<file path="config.mk">
export PLATFORM = sky130hd
export DESIGN_NAME = network_requester
export DESIGN_NICKNAME = d
export VERILOG_FILES = /design/src/rtl/network_requester.sv
export SDC_FILE = /design/constraint.sdc
export NUM_CORES = 1
export LEC_CHECK = 0
export CAP_MARGIN = 20
export CORE_MARGIN = 2
export CORE_UTILIZATION = 25
export DETAILED_ROUTE_END_ITERATION = 10
export GPL_TIMING_DRIVEN = 0
export HOLD_SLACK_MARGIN = 0.06
export RECOVER_POWER = 100
export SYNTH_ARGS = -nofsm -noshare
export SYNTH_HDL_FRONTEND = slang
export SYNTH_SLANG_ARGS = --single-unit
</file>
<file path="constraint.sdc">
create_clock -name clk -period 2.9 [get_ports clk]
set_clock_uncertainty 0.2 [all_clocks]
set_input_delay 0.29 -clock clk [delete_from_list [all_inputs] [get_ports clk]]
set_output_delay 0.29 -clock clk [all_outputs]
set_load 0.01 [all_outputs]
</file>
<file path="src/rtl/network_requester.sv">
`default_nettype none
// ============================================================================
// Module   : network_requester
// Brief    : Core-side injection interface. Sends one load/store packet at a
//            time and returns the reply, with read timeout, retry and failure.
// Revision : 1.0 - initial release
// ============================================================================

`ifndef NETWORK_ADDRESS_WIDTH
`define NETWORK_ADDRESS_WIDTH 4
`endif
`ifndef CACHE_BANK_ADDRESS_WIDTH
`define CACHE_BANK_ADDRESS_WIDTH 8
`endif
`ifndef DATA_WIDTH
`define DATA_WIDTH 8
`endif

module network_requester #(
  parameter int NET_W          = `NETWORK_ADDRESS_WIDTH,
  parameter int BANK_W         = `CACHE_BANK_ADDRESS_WIDTH,
  parameter int DATA_W         = `DATA_WIDTH,
  parameter int TIMEOUT_CYCLES = 64,
  parameter int MAX_RETRIES    = 3
) (
  input  logic                    clk,
  input  logic                    reset,
  input  logic [NET_W-1:0]        localRouterAddress,
  input  logic                    reqValid,
  output logic                    reqReady,
  input  logic                    reqWrite,
  input  logic [NET_W+BANK_W-1:0] reqAddress,
  input  logic [DATA_W-1:0]       reqData,
  output logic                    respValid,
  output logic [DATA_W-1:0]       respData,
  output logic                    respTimeout,
  input  logic                    portEnable,
  output logic [NET_W+BANK_W-1:0] destinationAddressOut,
  output logic [NET_W-1:0]        requesterAddressOut,
  output logic                    readOut,
  output logic                    writeOut,
  output logic [DATA_W-1:0]       dataOut,
  input  logic [NET_W+BANK_W-1:0] destinationAddressIn,
  input  logic [NET_W-1:0]        requesterAddressIn,
  input  logic                    readIn,
  input  logic                    writeIn,
  input  logic [DATA_W-1:0]       dataIn
);

  localparam int c_addrW  = NET_W + BANK_W;
  localparam int c_countW = $clog2(TIMEOUT_CYCLES);
  localparam int c_retryW = $clog2(MAX_RETRIES + 2);
  localparam logic [c_countW-1:0] c_lastCount  = c_countW'(TIMEOUT_CYCLES - 1);
  localparam logic [c_retryW-1:0] c_maxRetries = c_retryW'(MAX_RETRIES);

  typedef enum logic [1:0] {
    IDLE = 2'd0,
    SEND = 2'd1,
    WAIT = 2'd2,
    RESP = 2'd3
  } state_t;

  state_t               r_state;
  state_t               w_nextState;
  logic                 r_write;
  logic [c_addrW-1:0]   r_addr;
  logic [DATA_W-1:0]    r_data;
  logic [c_countW-1:0]  r_count;
  logic [c_retryW-1:0]  r_retries;

  logic                 w_match;
  logic                 w_capture;
  logic                 w_retryInc;
  logic                 w_sendNext;
  logic                 w_pktWrite;
  logic [c_addrW-1:0]   w_pktAddr;
  logic [DATA_W-1:0]    w_pktData;
  logic                 w_respValid;
  logic [DATA_W-1:0]    w_respData;
  logic                 w_respTimeout;
  logic                 w_unusedBank;

  // Reply bank bits carry no meaning for the requester.
  assign w_unusedBank = ^destinationAddressIn[BANK_W-1:0];

  assign reqReady  = (r_state == IDLE) && !reset;
  assign w_capture = (r_state == IDLE) && reqValid;
  assign w_match   = (r_state == WAIT) && writeIn && !readIn &&
                     (destinationAddressIn[c_addrW-1:BANK_W] == localRouterAddress) &&
                     (requesterAddressIn == r_addr[c_addrW-1:BANK_W]);

  // The packet launched on entry to SEND comes straight from the request
  // when capturing, otherwise from the held copy (retry path).
  assign w_sendNext = (w_nextState == SEND);
  assign w_pktWrite = (r_state == IDLE) ? reqWrite   : r_write;
  assign w_pktAddr  = (r_state == IDLE) ? reqAddress : r_addr;
  assign w_pktData  = (r_state == IDLE) ? reqData    : r_data;

  always_comb begin
    w_nextState   = r_state;
    w_retryInc    = 1'b0;
    w_respValid   = 1'b0;
    w_respData    = '0;
    w_respTimeout = 1'b0;
    case (r_state)
      IDLE: if (reqValid) w_nextState = SEND;
      SEND: begin
        if (portEnable) begin
          w_nextState = r_write ? RESP : WAIT;
          w_respValid = r_write;
        end
      end
      WAIT: begin
        if (w_match) begin
          w_nextState = RESP;
          w_respValid = 1'b1;
          w_respData  = dataIn;
        end else if (r_count == c_lastCount) begin
          if (r_retries < c_maxRetries) begin
            w_nextState = SEND;
            w_retryInc  = 1'b1;
          end else begin
            w_nextState   = RESP;
            w_respValid   = 1'b1;
            w_respTimeout = 1'b1;
          end
        end
      end
      RESP:    w_nextState = IDLE;
      default: w_nextState = IDLE;
    endcase
  end

  always_ff @(posedge clk) begin
    if (reset) begin
      r_state               <= IDLE;
      r_write               <= 1'b0;
      r_addr                <= '0;
      r_data                <= '0;
      r_count               <= '0;
      r_retries             <= '0;
      readOut               <= 1'b0;
      writeOut              <= 1'b0;
      destinationAddressOut <= '0;
      requesterAddressOut   <= '0;
      dataOut               <= '0;
      respValid             <= 1'b0;
      respData              <= '0;
      respTimeout           <= 1'b0;
    end else begin
      r_state <= w_nextState;
      if (w_capture) begin
        r_write   <= reqWrite;
        r_addr    <= reqAddress;
        r_data    <= reqData;
        r_retries <= '0;
      end else if (w_retryInc) begin
        r_retries <= r_retries + 1'b1;
      end
      r_count <= ((r_state == WAIT) && (w_nextState == WAIT)) ? r_count + 1'b1 : '0;

      readOut               <= w_sendNext && !w_pktWrite;
      writeOut              <= w_sendNext && w_pktWrite;
      destinationAddressOut <= w_sendNext ? w_pktAddr : '0;
      requesterAddressOut   <= w_sendNext ? localRouterAddress : '0;
      dataOut               <= (w_sendNext && w_pktWrite) ? w_pktData : '0;
      respValid             <= w_respValid;
      respData              <= w_respData;
      respTimeout           <= w_respTimeout;
    end
  end

endmodule

`default_nettype wire
</file>
* After elaboration in Yosys (flattened, before gate mapping)
Cells that the tools add are included.
** Word-level totals
- Register bits :: 68
- Logic and storage cells :: 68
** Cells by class
- Add/subtract/negate cells :: 2
- $lt $le $gt $ge :: 1
- Equal/unequal tests :: 8
- Muxes and demuxes :: 19
- Bitwise logic cells :: 5
- Reduce and logical (&&, ||, !) cells :: 19
** Operator list (count)
- 2-to-1 mux 12 bit :: 1
- 2-to-1 mux 1 bit :: 10
- 2-to-1 mux 2 bit :: 5
- logical AND 1 bit :: 9
- equality test 4 bit :: 2
- 2-to-1 mux 8 bit :: 1
- one-hot mux 2 bit (4 select lines) :: 1
- OR reduction 2 bit :: 4
- adder 6 x 1 -> 6 bit, second input constant :: 1
- equality test 2 bit, second input constant :: 3
- equality test 6 bit, second input constant :: 1
- OR reduction 3 bit :: 2
- inverter 1 bit :: 5
- equality test 2 x 1 -> 1 bit, second input constant :: 2
- adder 3 x 1 -> 3 bit, second input constant :: 1
- logical NOT 1 bit :: 3
- < comparator 3 x 2 -> 1 bit, second input constant :: 1
- logical NOT 2 bit :: 1
- one-hot mux 1 bit (2 select lines) :: 1

* Logic depth before layout (Yosys ltp)
Gate-level depths: netlist of run 1.
- Depth after elaboration :: 11
- Mapped depth :: 9

* Least setup slack after synthesis of run 1
Ideal clock, no wire load.
- Kind :: register to register
- Start point :: register r_state[0]
- End point :: register dataOut[0]
- Library setup time :: 0.130 ns
- Arrival time :: 1.852 ns
- Data required time :: 2.570 ns
- Setup slack :: 0.718 ns
- Cell stages (with the launch flop) :: 10
- Clock period less this slack :: 2.182 ns
- Path through :: dfxtp_1 > inv_1 > ha_1 > buf_2 > o21a_1 > a21oi_1 > a21o_1 > buf_2 > buf_1 > nor3_1
** On the way
- Cells in the longest elaborated chain, start to end :: 11
- Elaborated cells between the ends (all ways) :: 19
- Those cells by class :: 4 x eq/ne; 7 x mux; 1 x bitwise; 7 x reduce/logical
** Ends and longest elaborated chain
- start, declared :: line 63 : state_t r_state;
- start signal, assigned :: line 151 : r_state <= w_nextState;
- equality test 2 bit :: line 88, 105
- logical AND 1 bit (3 in a row) :: line 88 : assign w_match = (r_state == WAIT) && writeIn && !readIn &&
- logical AND 1 bit :: line 89 : (destinationAddressIn[c_addrW-1:BANK_W] == localRouterAddress) &&
- 2-to-1 mux 2 bit :: line 114 : if (w_match) begin
- one-hot mux 2 bit (4 select lines) :: line 105 : case (r_state)
- equality test 2 x 1 -> 1 bit :: line 94 : assign w_sendNext = (w_nextState == SEND);
- logical AND 1 bit :: line 166 : dataOut <= (w_sendNext && w_pktWrite) ? w_pktData : '0;
- inverter 1 bit (no line)
- OR reduction 2 bit (no line)
- end signal, assigned :: line 166
- end, declared :: line 42 : output logic [DATA_W-1:0] dataOut,
Parallel ways exist; a longest one is shown, timed or not.
A chain may end at the register's enable or synchronous reset.

* Worst setup path after layout of run 1
- Start point :: register r_state[0]
- End point :: output reqReady
** On the way
- Cells in the longest elaborated chain, start to end :: 2
** Ends and longest elaborated chain
- logical NOT 2 bit :: line 86 : assign reqReady = (r_state == IDLE) && !reset;
- logical AND 1 bit :: line 86
- end, declared :: line 30 : output logic reqReady,
Every way passes these cells.

==> flow_metrics.py, run 1 <==
metrics = {
    "status": {
        "status": "complete, no violations",
    },
    "min_path": {
        "hold_depth": 2,
        "min_path_type": "primary input to register",
        "min_to": "r_write$_SDFFE_PP0P_",
        "hp-start": "reqWrite",
    },
    "synth": {
        "synth.area.top_cells": "dfxtp_1 (51%), a22o_1 (6.9%), mux2i_1 (5.7%)",
        "syn_nets": 321,
        "ys.flop_type": "dfxtp_1",
        "ys_warn_count": 0,
        "synth_area_per_cell_um2": 10.17,
        "syn-cell-area_um2": 2655,
        "synth-seq-area-share_pct": 51.27,
        "syn-instance-count": 261,
        "netlist.area_leader.share_pct": 51.27,
        "synth_edf_count": 0,
        "yosys-top-cells-count": "dfxtp_1 (68), nor3_1 (23), a22o_1 (21)",
        "yosysMostFrequentCell": "dfxtp_1",
        "synth_seq_cells": 68,
        "synth_top_area_cell": "dfxtp_1",
        "ys_async_sr_fraction_pct": 0,
        "synth.distinct_cells": 37,
    },
    "detailed_routing": {
        "drt-wirelength-per-cell_um": 13.98,
        "drt_iter0_drc": 122,
        "viasPerCell": 4.540,
        "drt-pass1-iter-count": 4,
        "routed_wirelength_um": 6906,
        "vias": 2243,
        "route.detailed.drc": 0,
        "detail-route-antenna-nets": 0,
    },
    "global_route": {
        "grt_usage_pct": 12.56,
        "grt_pass1_vias": 2156,
        "grt_max_degree": 12,
        "overflow": 0,
        "grtUsageMet2_pct": 18.72,
        "grt_pass1_wl_um": 11110,
        "antenna_found_initial": 0,
        "gr-usage-met1_pct": 16.79,
        "met3_usage_pct": 3.769,
        "gr-max-usage-layer": "met2",
    },
    "timing": {
        "finalCriticalPeriod_ns": 2.688,
        "setup_violations": 0,
        "max_slew_margin_pct": 46.92,
        "final.setup.tns_ns": 0,
        "timing.final.crit_share_pct": 92.71,
        "slew_viol_final": 0,
        "hold_violations": 0,
        "fmax_mhz": 372.0,
        "rsz0062_at_grt": "false",
        "worst_pin_slew_ns": 0.7962,
    },
    "floorplanning": {
        "num_io_pins": 92,
        "die_h_um": 107.1,
        "core_area_um2": 10320,
        "fp-row-count": 37,
        "die-area_um2": 11460,
        "die_w_um": 107.1,
        "initial_core_util_pct": 25.72,
    },
    "power": {
        "sw_frac_of_total_pct": 24.10,
        "p_per_area_nw_per_um2": 562.0,
        "pwr-share-seq_pct": 45.9,
        "p_comb_share_pct": 13.1,
        "power_leakage_nw": 1.609,
        "p_total_mw": 2.170,
        "ir_drop_mv": 0.2876,
        "internal_power_mw": 1.647,
        "switchingPower_uw": 523.0,
        "pwr-share-clk_pct": 41.0,
    },
    "cts": {
        "cts_htree_levels": 3,
        "cts_tree": "done",
        "clock_path_buffers": 2,
        "clock_latency_ns": 0.34,
        "clk_pin_slew_ns": 0.07,
        "cts_setup_buffers": 0,
        "cts_hold_buf": 0,
        "cts_buffers": 9,
        "clock-sinks": 68,
        "clock-root-buffer": "clkbuf_8",
    },
    "critical_path": {
        "path_max_fanout": 10,
        "crit_path_end_kind": "primary output",
        "worstSetupStartpointType": "register",
        "cp.arrival_ns": 2.20,
        "cp.required_ns": 2.41,
        "r2r-start": "r_state[0]$_SDFF_PP0_",
        "path_class": "register to primary output",
        "r2r_end": "r_state[0]$_SDFF_PP0_",
        "rr_worst_depth": 9,
        "r2r_slack_ns": 0.23,
    },
    "cells_and_area": {
        "syn_to_final_growth_pct": 45.43,
        "fin_nets": 414,
        "final_area_um2": 3861,
        "antenna_cells": 0,
        "drive_gt1_share_pct": 7.263,
        "final_util_pct": 37.40,
    },
    "placed_design": {
        "gp_congestion": 0.8917,
        "placed_area_um2": 3646,
        "port_buffers": 82,
        "post-dp-hpwl_um": 4834,
    },
    "job": {
        "maxCapViolCount": 0,
    },
}
## power groups by stage
stage	combinational, mW	clock (mW)	sequential [mW]
after global routing	0.309	0.953	1.00
after floorplan	0.133	0	1.02
final	0.284	0.891	0.996
after CTS	0.295	0.919	0.996
after global placement	0.289	0	1.02
after detailed placement	0.293	0	1.02
## cell usage in the layout (no fill, tap or decap), types with 2 or more instances in the layout
master and instances:
and4bb_1 2, inv_1 4, nand3_1 9, a22o_1 21
o22ai_1 2, o21ai_0 5, nand2_1 17, nor3_1 24
clkdlybuf4s50_1 45, a31oi_1 10, dfxtp_1 68, nand2b_1 4
buf_1 3, buf_2 2, bufinv_16 2, mux2i_1 15
nor2_1 14, and3_1 4, and2_0 7, clkbuf_8 11
and2_1 2, clkbuf_2 4, dlygate4sd3_1 37, a21oi_1 3
nor3b_1 6, clkbuf_1 5, xnor2_1 3, xor2_1 9
ha_1 5
## worst max-delay path by stage
stage,cells after the start,to,startpoint,slack [ns]
4_1_cts,9,dataOut[7]$_SDFF_PP0_,r_state[0]$_SDFF_PP0_,0.09
3_5_place_dp,7,dataOut[7]$_SDFF_PP0_,localRouterAddress[2],0.07
6_report,6,reqReady,r_state[0]$_SDFF_PP0_,0.21
3_3_place_gp,7,dataOut[0]$_SDFF_PP0_,localRouterAddress[2],0.13
5_1_grt,6,reqReady,r_state[0]$_SDFF_PP0_,0.05
2_1_floorplan,9,dataOut[0]$_SDFF_PP0_,r_state[0]$_SDFF_PP0_,0.72
## critical path: stages (launching register included)
cell	delay [ns]
dfxtp_1	0.36
inv_1	0.13
ha_1	0.17
buf_2	0.19
clkbuf_2	0.28
nor2b_1	0.17
clkdlybuf4s50_1	0.54
## sequential cells by signal (all words and copies together), names as in the netlist
register               cells
r_addr                    12
respData                   8
readOut                    1
r_retries                  3
requesterAddressOut        4
respTimeout                1
r_count                    6
r_write                    1
r_state                    2
respValid                  1
dataOut                    8
r_data                     8
destinationAddressOut     12
writeOut                   1
## final cells by class
cell class	instances	area [µm²]
fillers	1029	6462
flip-flops and latches	68	1361
multi-input cells	174	1202
repair buffers	82	820.8
well taps	136	170.2
clock buffers	11	151.4
clock inverters	4	72.57
plain buffers	15	67.56
inverters	4	15.01
## logic make-up after synthesis
logic type / synth area share (%)
mux: 6.220
simple gates: 19.60
flops: 51.27
compound gates: 13.48
fa+ha+maj: 2.356
buf+inv: 3.110
xor+xnor: 3.959
## per-stage QoR
stage / std cells / worst slack [ns] / hold WS, ns
after global routing: 494 / 0.04784 / 0.2972
after global placement: 479 / 0.1343 / 0.2453
after floorplan: 261 / 0.7179 / 0.1935
after CTS: 494 / 0.08519 / 0.2471
final: 494 / 0.2115 / 0.2668
after detailed placement: 479 / 0.07135 / 0.2608
## routing by layer
layer	up-vias	share of wire, %	routed length (µm)
met2	53	46	3204
met5	-	0	0
met1	1053	47	3252
met3	14	4.5	311
li1	1123	-	-
met4	0	2.0	138
## repair_timing
item / in CTS / in global routing
gates resized for setup: 1 / 1
setup endpoints to repair: 1 / 10
pin swaps: 0 / 0
Note: power is estimated with default switching activity, not from simulation.
==> run 2: changes to the inputs <==
Settings changed: SLEW_MARGIN set to 30.
==> results of run 2 <==
Same layout as run 1: the final DEF is identical, and so are final timing and power.
